`config.mk`:
```
export PLATFORM = sky130hd
export DESIGN_NAME = mem_arbiter
export DESIGN_NICKNAME = d
export VERILOG_FILES = /design/src/rtl/mem_arbiter.sv
export SDC_FILE = /design/constraint.sdc
export NUM_CORES = 1
export LEC_CHECK = 0
export CAP_MARGIN = 25
export CORE_ASPECT_RATIO = 0.7
export CORE_MARGIN = 2
export CORE_UTILIZATION = 30
export DETAILED_ROUTE_END_ITERATION = 10
export HOLD_SLACK_MARGIN = 0.1
export PLACE_DENSITY = 0.75
export RECOVER_POWER = 100
export SYNTH_ARGS = -nofsm -noshare
export SYNTH_HDL_FRONTEND = slang
export SYNTH_SLANG_ARGS = --single-unit
```
`constraint.sdc`:
```
create_clock -name clock -period 2.2 [get_ports clock]
set_clock_uncertainty 0.15 [all_clocks]
set_input_delay 0.44 -clock clock [delete_from_list [all_inputs] [get_ports clock]]
set_output_delay 0.44 -clock clock [all_outputs]
set_load 0.05 [all_outputs]
```
`src/rtl/mem_arbiter.sv`:
```
// Two-requester round-robin arbiter in front of a synchronous-read RAM, with a
// synchronized button input and a one-bit output latch mapped into the address space.
//
//   state  | meaning
//   IDLE   | waiting for a request; latches the winning transaction
//   ACCESS | grant pulse to the owner; RAM address/data/write-enable presented
//   RESP   | read data returned to the owner with a one-cycle rvalid pulse
module mem_arbiter #(
  parameter logic [31:0] BTN_ADDR = 32'd1000,
  parameter logic [31:0] OUT_ADDR = 32'd2000
) (
  input  logic        clock,
  input  logic        reset,
  input  logic        cpu_req,
  input  logic        cpu_we,
  input  logic [31:0] cpu_addr,
  input  logic [31:0] cpu_wdata,
  output logic        cpu_gnt,
  output logic        cpu_rvalid,
  output logic [31:0] cpu_rdata,
  input  logic        aux_req,
  input  logic        aux_we,
  input  logic [31:0] aux_addr,
  input  logic [31:0] aux_wdata,
  output logic        aux_gnt,
  output logic        aux_rvalid,
  output logic [31:0] aux_rdata,
  output logic        ram_wEn,
  output logic [11:0] ram_addr,
  output logic [31:0] ram_dataIn,
  input  logic [31:0] ram_dataOut,
  input  logic        button_in,
  output logic        button_out
);

  typedef enum logic [1:0] {IDLE, ACCESS, RESP} state_t;

  state_t      state_q, state_d;
  logic        ptr_q, ptr_d;          // 0 = cpu preferred, 1 = aux preferred
  logic        owner_q, owner_d;      // 0 = cpu, 1 = aux
  logic        we_q, we_d;
  logic [31:0] addr_q, addr_d;
  logic [31:0] wdata_q, wdata_d;
  logic        btn_snap_q, btn_snap_d;
  logic        button_q, button_d;
  logic        sync1_q, sync2_q;

  logic        win;
  logic        is_btn, is_out;
  logic [31:0] rd_val;

  assign is_btn     = (addr_q == BTN_ADDR);
  assign is_out     = (addr_q == OUT_ADDR);
  assign button_out = button_q;

  // Next-state, arbitration and output decode; outputs are suppressed while reset
  // is high so an interrupted transaction never grants, returns data or writes RAM.
  always_comb begin
    state_d    = state_q;
    ptr_d      = ptr_q;
    owner_d    = owner_q;
    we_d       = we_q;
    addr_d     = addr_q;
    wdata_d    = wdata_q;
    btn_snap_d = btn_snap_q;
    button_d   = button_q;
    cpu_gnt    = 1'b0;
    aux_gnt    = 1'b0;
    cpu_rvalid = 1'b0;
    aux_rvalid = 1'b0;
    cpu_rdata  = '0;
    aux_rdata  = '0;
    ram_wEn    = 1'b0;
    ram_addr   = '0;
    ram_dataIn = '0;
    // With both requesting the pointer decides; otherwise the lone requester wins.
    win        = (cpu_req && aux_req) ? ptr_q : aux_req;
    rd_val     = is_btn ? {31'b0, btn_snap_q} :
                 is_out ? {31'b0, button_q}   : ram_dataOut;

    unique case (state_q)
      IDLE: begin
        if (cpu_req || aux_req) begin
          owner_d    = win;
          we_d       = win ? aux_we    : cpu_we;
          addr_d     = win ? aux_addr  : cpu_addr;
          wdata_d    = win ? aux_wdata : cpu_wdata;
          // Button level is captured when the request is accepted.
          btn_snap_d = sync2_q;
          ptr_d      = ~win;
          state_d    = ACCESS;
        end
      end
      ACCESS: begin
        if (!reset) begin
          cpu_gnt    = ~owner_q;
          aux_gnt    = owner_q;
          ram_wEn    = we_q && !is_btn && !is_out;
          ram_addr   = addr_q[11:0];
          ram_dataIn = wdata_q;
        end
        if (we_q && is_out) begin
          button_d = wdata_q[0];
        end
        state_d = we_q ? IDLE : RESP;
      end
      RESP: begin
        if (!reset) begin
          if (owner_q) begin
            aux_rvalid = 1'b1;
            aux_rdata  = rd_val;
          end else begin
            cpu_rvalid = 1'b1;
            cpu_rdata  = rd_val;
          end
        end
        state_d = IDLE;
      end
      default: state_d = IDLE;
    endcase
  end

  // State, transaction latches, output latch and button synchronizer.
  always_ff @(posedge clock) begin
    if (reset) begin
      state_q    <= IDLE;
      ptr_q      <= 1'b0;
      owner_q    <= 1'b0;
      we_q       <= 1'b0;
      addr_q     <= '0;
      wdata_q    <= '0;
      btn_snap_q <= 1'b0;
      button_q   <= 1'b0;
      sync1_q    <= 1'b0;
      sync2_q    <= 1'b0;
    end else begin
      state_q    <= state_d;
      ptr_q      <= ptr_d;
      owner_q    <= owner_d;
      we_q       <= we_d;
      addr_q     <= addr_d;
      wdata_q    <= wdata_d;
      btn_snap_q <= btn_snap_d;
      button_q   <= button_d;
      sync1_q    <= button_in;
      sync2_q    <= sync1_q;
    end
  end

endmodule

```
==> metrics.yaml, run 1 <==
sta:
  maxSlewViolCount: 0
  timing.max_slew.rel_slack_pct: 49.1
  finalWorstPathRequiredPeriod_ns: 2.87
  post-route-period-util_pct: 130
  timing.final.ws_setup_ns: -0.670
  final-hold-violation-count: 0
  achievable-frequency_mhz: 348
  setup-violations-final: 145
  worst_slew_pin_slew_ns: 0.764
  unrepaired_setup_endpoints_after_global_routing: "yes"
drt:
  detailedRoute.firstPassIterationCount: 7
  route.detailed.drc: 0
  drt.antenna.violating_nets: 0
  vias: 4708
  drtIter0Drc: 418
  wire_per_inst_um: 20.6
  via_per_instance_ratio: 5.38
  postRouteWirelength_mm: 18.1
floorplan:
  fp.dieH_um: 95.8
  start_util_pct: 30.8
  pin_count: 281
  core_mm2: 0.0117
  die_area_mm2: 0.0129
  die_w_um: 135
  std_cell_rows: 33
clocking:
  root_buffer: "sky130_fd_sc_hd__clkbuf_16"
  worst_setup_hold_path_clk_slew_ns: 0.06
  clock_tree.htree_level_count: 3
  cts-root-to-sink-buffers: 2
  numClockSinks: 73
  skew_pair_late_insertion_delay_ns: 0.33
  cts_made_buffers: 9
  cts_tree: "done"
synthesis:
  synth.ff_latch_count: 73
  synth_top_family_by_area: "simple AND/OR/NAND/NOR gates"
  post-synth-top-count-cell: "sky130_fd_sc_hd__and2_1"
  synthesis.instances: 404
  synthFlopType: "sky130_fd_sc_hd__dfxtp_1"
  synth_area_leaders: "sky130_fd_sc_hd__dfxtp_1 (40%), sky130_fd_sc_hd__a222oi_1 (18%), sky130_fd_sc_hd__and2_1 (18%)"
  synth_async_sr_flop_share_pct: 0
  area_leader_netlist: "sky130_fd_sc_hd__dfxtp_1"
  synth_area_mm2: 0.00361
  synth_enable_flop_cells: 0
  synth_cell_type_count: 36
  synth_adder_area_share_pct: 0
  yosys.area_share.xor_xnor_pct: 0
  synth_compound_area_share_pct: 21.9
  syn_area_per_cell_um2: 8.94
  post_synth_and_or_nand_nor_area_fraction_pct: 31.0
  synthesis.yosys.warnings: 0
  syn_nets: 571
  synth.mux.area_fraction_pct: 0.277
  synth_top_area_share_pct: 40.5
  synth_seq_area_share_pct: 40.5
  synth_commonest_cells: "sky130_fd_sc_hd__and2_1 (104), sky130_fd_sc_hd__dfxtp_1 (73), sky130_fd_sc_hd__nor2_1 (72), sky130_fd_sc_hd__a222oi_1 (65), sky130_fd_sc_hd__clkbuf_1 (29)"
place:
  postPlaceCellArea_mm2: 0.00812
  dp_hpwl_mm: 12.3
  port_buffers: 280
  gpl.final_weighted_congestion: 0.825
final_layout:
  reg.largest.list: "addr_q: 32 flops, wdata_q: 32 flops, state_q: 2 flops"
  layout.nets: 881
  layout.area.seq_mm2: 0.00147
  layout.cell_area.non_filler_mm2: 0.00879
  final_layout_size_suffix_gt1_share_pct: 43.5
  n_antenna_cell: 0
  final.fill_count: 768
  multiInputGateArea_mm2: 0.00224
  areaGrowthSynthToFinish_pct: 143
pwr:
  total_leakage_power_uw: 0.00357
  design_power_total_uw: 4280
  ir_worst_vdd_mv: 0.437
  power.density_mw_per_mm2: 487
grt:
  grt_start_max_net_pins: 45
  grt_first_pass_wirelength_mm: 26.0
  grt_pass1_vias: 4610
  gr-usage-all-layers_pct: 26.1
  initial_antenna_violation_count: 0
  overflow_left_after_global_routing: 0
critical_path:
  cp_data_arrival_time_ns: 2.28
  worstPathRequired_ns: 1.61
  timing.critical_path.from_type: "flop"
  endpoint_kind: "primary output"
  timing_worst_setup_path_type: "flop to primary output"
  critPathMaxFanout: 31
flow_run:
  drv.max_cap_violation_count: 0
status:
  run_status: "finished, violations left"
  failed_checks: "negative setup slack"
worst_hold_path:
  hold_path_class: "flop to flop"
## worst max-delay path: stages (launching register included)
cell and delay [ns]:
sky130_fd_sc_hd__dfxtp_2 0.32, sky130_fd_sc_hd__or4_4 0.55, sky130_fd_sc_hd__nor4_4 0.30, sky130_fd_sc_hd__buf_6 0.17, sky130_fd_sc_hd__a31oi_4 0.10, sky130_fd_sc_hd__buf_12 0.19
sky130_fd_sc_hd__and2_4 0.17, sky130_fd_sc_hd__buf_12 0.14
## layout by cell type (no fill, tap or decap), types with 2 or more instances in the layout
| master | n |
|---|---|
| sky130_fd_sc_hd__dfxtp_1 | 70 |
| sky130_fd_sc_hd__buf_4 | 28 |
| sky130_fd_sc_hd__a32o_2 | 2 |
| sky130_fd_sc_hd__nand2_1 | 2 |
| sky130_fd_sc_hd__clkdlybuf4s50_1 | 166 |
| sky130_fd_sc_hd__a222oi_1 | 65 |
| sky130_fd_sc_hd__clkbuf_2 | 4 |
| sky130_fd_sc_hd__a31oi_4 | 2 |
| sky130_fd_sc_hd__and2_4 | 107 |
| sky130_fd_sc_hd__clkbuf_4 | 2 |
| sky130_fd_sc_hd__nor4_1 | 3 |
| sky130_fd_sc_hd__inv_1 | 8 |
| sky130_fd_sc_hd__nor2_1 | 71 |
| sky130_fd_sc_hd__dfxtp_2 | 3 |
| sky130_fd_sc_hd__or4_4 | 2 |
| sky130_fd_sc_hd__buf_8 | 2 |
| sky130_fd_sc_hd__clkbuf_1 | 3 |
| sky130_fd_sc_hd__clkbuf_16 | 10 |
| sky130_fd_sc_hd__clkinv_2 | 2 |
| sky130_fd_sc_hd__a211oi_1 | 2 |
| sky130_fd_sc_hd__buf_6 | 11 |
| sky130_fd_sc_hd__nor3_1 | 2 |
| sky130_fd_sc_hd__nand2b_4 | 2 |
| sky130_fd_sc_hd__o21ai_0 | 2 |
| sky130_fd_sc_hd__buf_12 | 117 |
| sky130_fd_sc_hd__buf_16 | 4 |
| sky130_fd_sc_hd__nor2b_1 | 2 |
## layer usage
layer,vias up,wire length [um],track usage [%]
met5,-,0,0
met4,0,416,7.29
met3,29,1570,7.48
met2,305,8940,45.1
met1,2258,7130,32.0
li1,2116,-,-
## cells by family after synthesis
group | after synthesis
simple gates | 203
compound gates | 79
flops | 73
buf+inv | 48
mux | 1
## cell type report
class	count	area share, %
Sequential cell	73	16.7
Tap cell	157	2.24
Timing Repair Buffer	338	51.8
Clock inverter	5	0.641
Multi-Input combinational cell	283	25.5
Clock buffer	10	2.72
Inverter	9	0.413
## power breakdown
part           switching (uW)  internal, uW  total (uW)
sequential               81.3          1450        1530
combinational             576           708        1280
clock                     566           900        1470
## metrics by stage
stage | instances | worst slack [ns] | TNS (ns) | util (%) | hold WS (ns)
after floorplan | 404 | -0.222 | -11.77 | - | 0.264
after global placement | 841 | -0.309 | -19.45 | 69.2 | 0.275
after detailed placement | 841 | -0.329 | -21.86 | 69.2 | 0.272
after CTS | 874 | -0.688 | -49.74 | 75.4 | 0.299
after global routing | 875 | -0.733 | -65.54 | 74.9 | 0.314
final | 875 | -0.670 | -51.73 | 74.9 | 0.294
## final timing paths
kind | from | end | slack [ns] | cells past startpoint
worst min-delay path | sync1_q | sync2_q | 0.29 | 1
worst max register to register | state_q[1] | wdata_q[2] | -0.09 | 8
worst max-delay path | addr_q[15] | aux_rdata[1] | -0.67 | 7
worst min register to register | sync1_q | sync2_q | 0.29 | 1
## timing repair
item,in CTS,in global routing
cloned,6,1
hold endpoints to repair,0,0
gates resized for setup,64,21
buffers inserted,13,6
pin swaps,39,10
endpoints found under the setup margin,111,111
hold buffers,0,0
(Power assumes the default switching activity.)
==> run 2, diff against run 1 <==
Settings changed: RECOVER_POWER 100 to default.
==> metrics.yaml, run 2 (synthesis gave the netlist of run 1 again) <==
clocking:
  skew_pair_late_insertion_delay_ns: 0.33  # about the same
  cts.hold.buffers_added: 0  # unchanged
  numClockSinks: 73  # unchanged
  root_buffer: "sky130_fd_sc_hd__clkbuf_16"  # unchanged
  cts_tree: "done"  # unchanged
  cts_made_buffers: 9  # unchanged
  worst_setup_hold_path_clk_slew_ns: 0.06  # about the same
  cts-root-to-sink-buffers: 2  # unchanged
  clock_tree.htree_level_count: 3  # unchanged
critical_path:
  critPathMaxFanout: 31  # unchanged
  worst_path_dominant_cell_family: "simple AND/OR/NAND/NOR gates"  # unchanged
  cp.buffers_inverters: 3  # unchanged
  cp_data_arrival_time_ns: 2.28  # about the same
  timing_worst_setup_path_type: "flop to primary output"  # unchanged
  stage_delay_of_the_slowest_cell_on_the_critical_path_ns: 0.55  # about the same
  crit_path_top_delay_cell: "sky130_fd_sc_hd__or4_4"  # unchanged
  timing.critical_path.from_type: "flop"  # unchanged
  endpoint_kind: "primary output"  # unchanged
  worst_path_most_repeated_cell: "sky130_fd_sc_hd__buf_12"  # unchanged
  crit_path_cell_trace: "or4_4, nor4_4, buf_6, a31oi_4, buf_12, and2_4, buf_12"  # unchanged
  worstPathRequired_ns: 1.61  # about the same
floorplan:
  die_w_um: 135  # unchanged
  core_mm2: 0.0117  # unchanged
  start_util_pct: 30.8  # unchanged
  std_cell_rows: 33  # unchanged
  pin_count: 281  # unchanged
  fp.dieH_um: 95.8  # unchanged
  die_area_mm2: 0.0129  # unchanged
final_layout:
  final_layout_size_suffix_gt1_share_pct: 44.2  # was 43.5%
  final_common_cell: "sky130_fd_sc_hd__clkdlybuf4s50_1"  # unchanged
  layout.core_utilization_pct: 75.7  # was 74.9%
  most-common-layout-cells: "sky130_fd_sc_hd__clkdlybuf4s50_1 (166), sky130_fd_sc_hd__buf_12 (121), sky130_fd_sc_hd__and2_4 (107), sky130_fd_sc_hd__nor2_1 (71), sky130_fd_sc_hd__dfxtp_1 (69)"  # was sky130_fd_sc_hd__clkdlybuf4s50_1 (166), sky130_fd_sc_hd__buf_12 (117), sky130_fd_sc_hd__and2_4 (107), sky130_fd_sc_hd__nor2_1 (71), sky130_fd_sc_hd__dfxtp_1 (70)
  reg.largest.list: "addr_q: 32 flops, wdata_q: 32 flops, state_q: 2 flops"  # unchanged
  layout.nets: 881  # unchanged
  n_antenna_cell: 0  # unchanged
  layoutNonFillerInstCount: 875  # unchanged
  areaGrowthSynthToFinish_pct: 146  # was 143%
drt:
  detailedRoute.firstPassIterationCount: 9  # was 7
  drt.antenna.violating_nets: 0  # unchanged
  route.detailed.drc: 0  # unchanged
  via_per_instance_ratio: 5.40  # was 5.38
  vias: 4725  # was 4,708
  wire_per_inst_um: 20.6  # about the same
  postRouteWirelength_mm: 18.1  # about the same
  drtIter0Drc: 399  # was 418
pwr:
  ir_worst_vdd_mv: 0.432  # was 0.437 mV
  cellInternalPower_uw: 3080  # was 3050 uW
  total_leakage_power_uw: 0.00361  # was 0.00357 uW
  power.combinational.fraction_pct: 30.5  # was 30.0%
  power.net_switching_uw: 1230  # was 1220 uW
  switching_fraction_of_total_power_pct: 28.6  # about the same
  pwr-share-clk_pct: 34.0  # was 34.3%
  design_power_total_uw: 4310  # was 4280 uW
  power.density_mw_per_mm2: 486  # was 487 mW/mm^2
  p_seq_share_pct: 35.5  # was 35.7%
grt:
  grt_first_pass_wirelength_mm: 26.0  # unchanged
  initial_antenna_violation_count: 0  # unchanged
  grt_pass1_vias: 4610  # unchanged
  gr-usage-all-layers_pct: 26.1  # unchanged
  grt_start_max_net_pins: 45  # unchanged
  overflow_left_after_global_routing: 0  # unchanged
worst_hold_path:
  hold_path_class: "flop to flop"  # unchanged
sta:
  unrepaired_setup_endpoints_after_global_routing: "yes"  # unchanged
  achievable-frequency_mhz: 349  # was 348 MHz
  maxSlewViolCount: 0  # unchanged
  final-hold-violation-count: 0  # unchanged
  timing.final.ws_setup_ns: -0.669  # was -0.670 ns
  post-route-period-util_pct: 130  # about the same
  timing.max_slew.rel_slack_pct: 64.2  # was 49.1%
  setup-violations-final: 104  # was 145
  holdWs_ns: 0.294  # about the same
  finalWorstPathRequiredPeriod_ns: 2.87  # about the same
  totalNegativeSetupSlack_ns: -49.14  # was -51.73 ns
  worst_slew_pin_slew_ns: 0.535  # was 0.764 ns
place:
  place.detailed.instances: 841  # unchanged
  gpl.final_weighted_congestion: 0.825  # unchanged
  dp_hpwl_mm: 12.3  # unchanged
  port_buffers: 280  # unchanged
status:
  run_status: "finished, violations left"  # unchanged
  failed_checks: "negative setup slack"  # unchanged
flow_run:
  drv.max_cap_violation_count: 0  # unchanged
## run 2: cell count changes in the layout (fill, tap and decap cells not counted), sizes merged
cell / before / now
clkbuf: 20 / 11
buf: 162 / 171
## run 2: worst register-to-register path: stages (launching register included)
cell                       delay, ns
sky130_fd_sc_hd__dfxtp_2        0.32
sky130_fd_sc_hd__or4_4          0.55
sky130_fd_sc_hd__nor4_4         0.30
sky130_fd_sc_hd__buf_6          0.17
sky130_fd_sc_hd__buf_6          0.10
sky130_fd_sc_hd__buf_4          0.09
sky130_fd_sc_hd__a311oi_1       0.10
sky130_fd_sc_hd__a41o_1         0.23
## run 2: what timing repair did
action / 4_1_cts / 5_1_grt
gates resized for setup: 64 / 21
cloned: 6 / 1
setup buffers: 13 / 6
pin swaps: 39 / 10
setup endpoints to repair: 111 / 111
## run 2: stage by stage
step / instance area [um^2] / setup slack, ns
2_1_floorplan: 3780 / -0.222
3_3_place_gp: 8120 / -0.309
3_5_place_dp: 8120 / -0.329
4_1_cts: 8840 / -0.688
5_1_grt: 8870 / -0.733
6_report: 8870 / -0.669
## run 2: cell type report
| cell class | instances | area (um^2) |
|---|---|---|
| Inverter | 9 | 36.3 |
| Timing Repair Buffer | 338 | 4620 |
| Tap cell | 157 | 196 |
| Clock buffer | 10 | 239 |
| Clock inverter | 5 | 56.3 |
| Sequential cell | 73 | 1470 |
| Multi-Input combinational cell | 283 | 2250 |
| Fill cell | 752 | 2860 |
## run 2: final timing paths
path | startpoint | cells after the start | slack (ns) | endpoint
min reg2reg | sync1_q | 1 | 0.29 | sync2_q
min | sync1_q | 1 | 0.29 | sync2_q
max reg2reg | addr_q[15] | 7 | 0.10 | button_out
max | addr_q[15] | 7 | -0.67 | aux_rdata[1]
## run 2: power groups by stage
stage / Clock, uW / Combinational (uW) / Sequential, uW
6_report: 1470 / 1320 / 1530
5_1_grt: 1540 / 1390 / 1540
4_1_cts: 1490 / 1290 / 1520
3_5_place_dp: 0 / 1190 / 1540
3_3_place_gp: 0 / 1160 / 1530
2_1_floorplan: 0 / 524 / 1520
## run 2: layer usage
layer  part of all wire [%]  global-route usage [%]
met5                      0                       0
met4                    2.0                    7.29
met3                    8.7                    7.48
met2                     50                    45.1
met1                     39                    32.0
==> run 3, diff against run 2 <==
Settings changed: REMOVE_ABC_BUFFERS from default to 1.
==> metrics.yaml, run 3 (synthesis gave the netlist of run 1 again) <==
pwr:
  pwr-share-clk_pct: 36.3  # was 34.0%
  switching_fraction_of_total_power_pct: 27.3  # was 28.6%
  ir_worst_vdd_mv: 0.364  # was 0.432 mV
  total_leakage_power_uw: 0.00340  # was 0.00361 uW
  design_power_total_uw: 4340  # was 4310 uW
  power.net_switching_uw: 1190  # was 1230 uW
  power.density_mw_per_mm2: 525  # was 486 mW/mm^2
  p_seq_share_pct: 35.1  # was 35.5%
  cellInternalPower_uw: 3150  # was 3080 uW
  power.combinational.fraction_pct: 28.7  # was 30.5%
sta:
  holdWs_ns: 0.301  # was 0.294 ns
  setup-violations-final: 94  # was 104
  post-route-period-util_pct: 133  # was 130%
  timing.final.ws_setup_ns: -0.720  # was -0.669 ns
  unrepaired_setup_endpoints_after_global_routing: "yes"  # unchanged
  final-hold-violation-count: 0  # unchanged
  maxSlewViolCount: 0  # unchanged
  achievable-frequency_mhz: 342  # was 349 MHz
  worst_slew_pin_slew_ns: 0.766  # was 0.535 ns
  finalWorstPathRequiredPeriod_ns: 2.92  # was 2.87 ns
  timing.max_slew.rel_slack_pct: 48.9  # was 64.2%
grt:
  grt_first_pass_wirelength_mm: 24.3  # was 26.0 mm
  initial_antenna_violation_count: 2  # was 0
  gr-usage-all-layers_pct: 23.9  # was 26.1%
  grt_pass1_vias: 4597  # was 4,610
  overflow_left_after_global_routing: 0  # unchanged
  grt_start_max_net_pins: 75  # was 45
drt:
  drt.antenna.violating_nets: 0  # unchanged
  route.detailed.drc: 0  # unchanged
  vias: 4625  # was 4,725
  postRouteWirelength_mm: 16.5  # was 18.1 mm
  wire_per_inst_um: 19.0  # was 20.6 um
  drtIter0Drc: 400  # was 399
  detailedRoute.firstPassIterationCount: 6  # was 9
  via_per_instance_ratio: 5.32  # was 5.40
place:
  port_buffers: 280  # unchanged
  gpl.final_weighted_congestion: 0.860  # was 0.825
  dp_slack_ns: -0.472  # was -0.329 ns
  postPlaceCellArea_mm2: 0.00713  # was 0.00812 mm^2
  dp_hpwl_mm: 11.1  # was 12.3 mm
final_layout:
  most-common-layout-cells: "sky130_fd_sc_hd__clkdlybuf4s50_1 (166), sky130_fd_sc_hd__and2_4 (97), sky130_fd_sc_hd__nor2_1 (71), sky130_fd_sc_hd__dfxtp_1 (69)"  # was sky130_fd_sc_hd__clkdlybuf4s50_1 (166), sky130_fd_sc_hd__buf_12 (121), sky130_fd_sc_hd__and2_4 (107), sky130_fd_sc_hd__nor2_1 (71), sky130_fd_sc_hd__dfxtp_1 (69)
  reg.largest.list: "addr_q: 32 flops, wdata_q: 32 flops, state_q: 2 flops"  # unchanged
  final_layout_size_suffix_gt1_share_pct: 42.3  # was 44.2%
  layout.nets: 872  # was 881
  multiInputGateArea_mm2: 0.00236  # was 0.00225 mm^2
  areaGrowthSynthToFinish_pct: 129  # was 146%
  layout.core_utilization_pct: 70.5  # was 75.7%
  final.fill_count: 824  # was 752
  final_common_cell: "sky130_fd_sc_hd__clkdlybuf4s50_1"  # unchanged
  layout.area.seq_mm2: 0.00147  # unchanged
  layout.cell_area.non_filler_mm2: 0.00827  # was 0.00887 mm^2
clocking:
  skew_pair_late_insertion_delay_ns: 0.32  # was 0.33 ns
  worst_setup_hold_path_clk_slew_ns: 0.05  # was 0.06 ns
  clock_tree.htree_level_count: 3  # unchanged
  numClockSinks: 73  # unchanged
  root_buffer: "sky130_fd_sc_hd__clkbuf_16"  # unchanged
  cts_made_buffers: 9  # unchanged
  cts-root-to-sink-buffers: 2  # unchanged
  cts_tree: "done"  # unchanged
critical_path:
  timing_worst_setup_path_type: "flop to primary output"  # unchanged
  critPathMaxFanout: 8  # was 31
  reg2reg_from: "addr_q[30]"  # was addr_q[15]
  stage_delay_of_the_slowest_cell_on_the_critical_path_ns: 0.54  # was 0.55 ns
  worstPathRequired_ns: 1.61  # about the same
  crit_path_cell_trace: "or4_4, nor4_4, buf_6, a31oi_4, and2_1, buf_6"  # was or4_4, nor4_4, buf_6, a31oi_4, buf_12, and2_4, buf_12
  endpoint_kind: "primary output"  # unchanged
  r2r-end: "button_out"  # unchanged
  cp_data_arrival_time_ns: 2.33  # was 2.28 ns
  timing.reg2reg.setup_slack_ns: 0.12  # was 0.10 ns
  crit_path_top_delay_cell: "sky130_fd_sc_hd__or4_4"  # unchanged
  timing.critical_path.from_type: "flop"  # unchanged
  worst_path_most_repeated_cell: "sky130_fd_sc_hd__buf_6"  # was sky130_fd_sc_hd__buf_12
  timing.reg2reg.worst_path_depth: 5  # was 7
status:
  failed_checks: "negative setup slack"  # unchanged
  run_status: "finished, violations left"  # unchanged
floorplan:
  pin_count: 281  # unchanged
  die_area_mm2: 0.0129  # unchanged
  core_mm2: 0.0117  # unchanged
  std_cell_rows: 33  # unchanged
  fp.dieH_um: 95.8  # unchanged
  start_util_pct: 30.8  # unchanged
  die_w_um: 135  # unchanged
worst_hold_path:
  hold_path_class: "flop to flop"  # unchanged
  worst_hold_path.endpoint: "sync2_q"  # unchanged
  holdCritStartpoint: "sync1_q"  # unchanged
  hold-path-cell-count: 1  # unchanged
flow_run:
  drv.max_cap_violation_count: 0  # unchanged
run 3: cell count changes in the layout (fill, tap and decap cells not counted), moves of 2 or more:
| cell | previous run | this run |
|---|---|---|
| sky130_fd_sc_hd__a31oi_4 | 2 | 8 |
| sky130_fd_sc_hd__buf_6 | 12 | 65 |
| sky130_fd_sc_hd__diode_2 | 0 | 2 |
| sky130_fd_sc_hd__and2_1 | 0 | 9 |
| sky130_fd_sc_hd__buf_12 | 121 | 60 |
| sky130_fd_sc_hd__buf_4 | 31 | 26 |
| sky130_fd_sc_hd__buf_16 | 4 | 0 |
| sky130_fd_sc_hd__buf_8 | 2 | 4 |
| sky130_fd_sc_hd__and2_4 | 107 | 97 |
run 3: worst max-delay path by stage:
stage                     slack [ns]        from            end
after floorplan                -6.50     cpu_req      addr_q[0]
after global placement         -0.41  addr_q[12]  cpu_rdata[31]
after detailed placement       -0.47  addr_q[12]  aux_rdata[31]
after CTS                      -0.73  addr_q[15]  cpu_rdata[24]
after global routing           -0.78  addr_q[30]   aux_rdata[5]
final                          -0.72  addr_q[30]  cpu_rdata[22]
run 3: repair_timing:
action | 4_1_cts | 5_1_grt
resized for setup | 162 | 41
endpoints found under the setup margin | 110 | 112
pin swaps | 77 | 22
hold buffers | 0 | 0
cloned | 9 | 1
buffers inserted | 4 | 1
run 3: metal layers:
metal / global-route usage (%) / part of all wire (%)
met5: 0 / 0
met4: 6.77 / 1.8
met3: 8.00 / 8.3
met2: 44.5 / 52
met1: 26.3 / 38
run 3: cell type report:
class                           count  area share (%)
Inverter                            9           0.439
Clock inverter                      6            1.09
Sequential cell                    73            17.7
Clock buffer                       10            2.89
Antenna cell                        2          0.0605
Multi-Input combinational cell    289            28.5
Tap cell                          157            2.38
Timing Repair Buffer              323            46.9
run 3: through the flow:
| step | TNS, ns | std cells |
|---|---|---|
| 2_1_floorplan | -469.21 | 365 |
| 5_1_grt | -51.76 | 869 |
| 3_5_place_dp | -28.00 | 838 |
| 4_1_cts | -45.92 | 867 |
| 6_report | -46.32 | 869 |
| 3_3_place_gp | -24.29 | 838 |
run 3: critical path: cells and delay by family (launching register included):
kind / cells / cell delay, ns
and+or+nand+nor: 3 / 1.12
buffers and inverters: 2 / 0.39
DFF: 1 / 0.32
AOI/OAI and AO/OA: 1 / 0.17
run 3: power groups by stage:
stage | clock network (uW) | logic (uW) | registers [uW]
floorplan | 0 | 487 | 1520
global placement | 0 | 1090 | 1530
detailed placement | 0 | 1120 | 1540
CTS | 1610 | 1220 | 1520
global route | 1670 | 1320 | 1530
finish | 1580 | 1240 | 1520
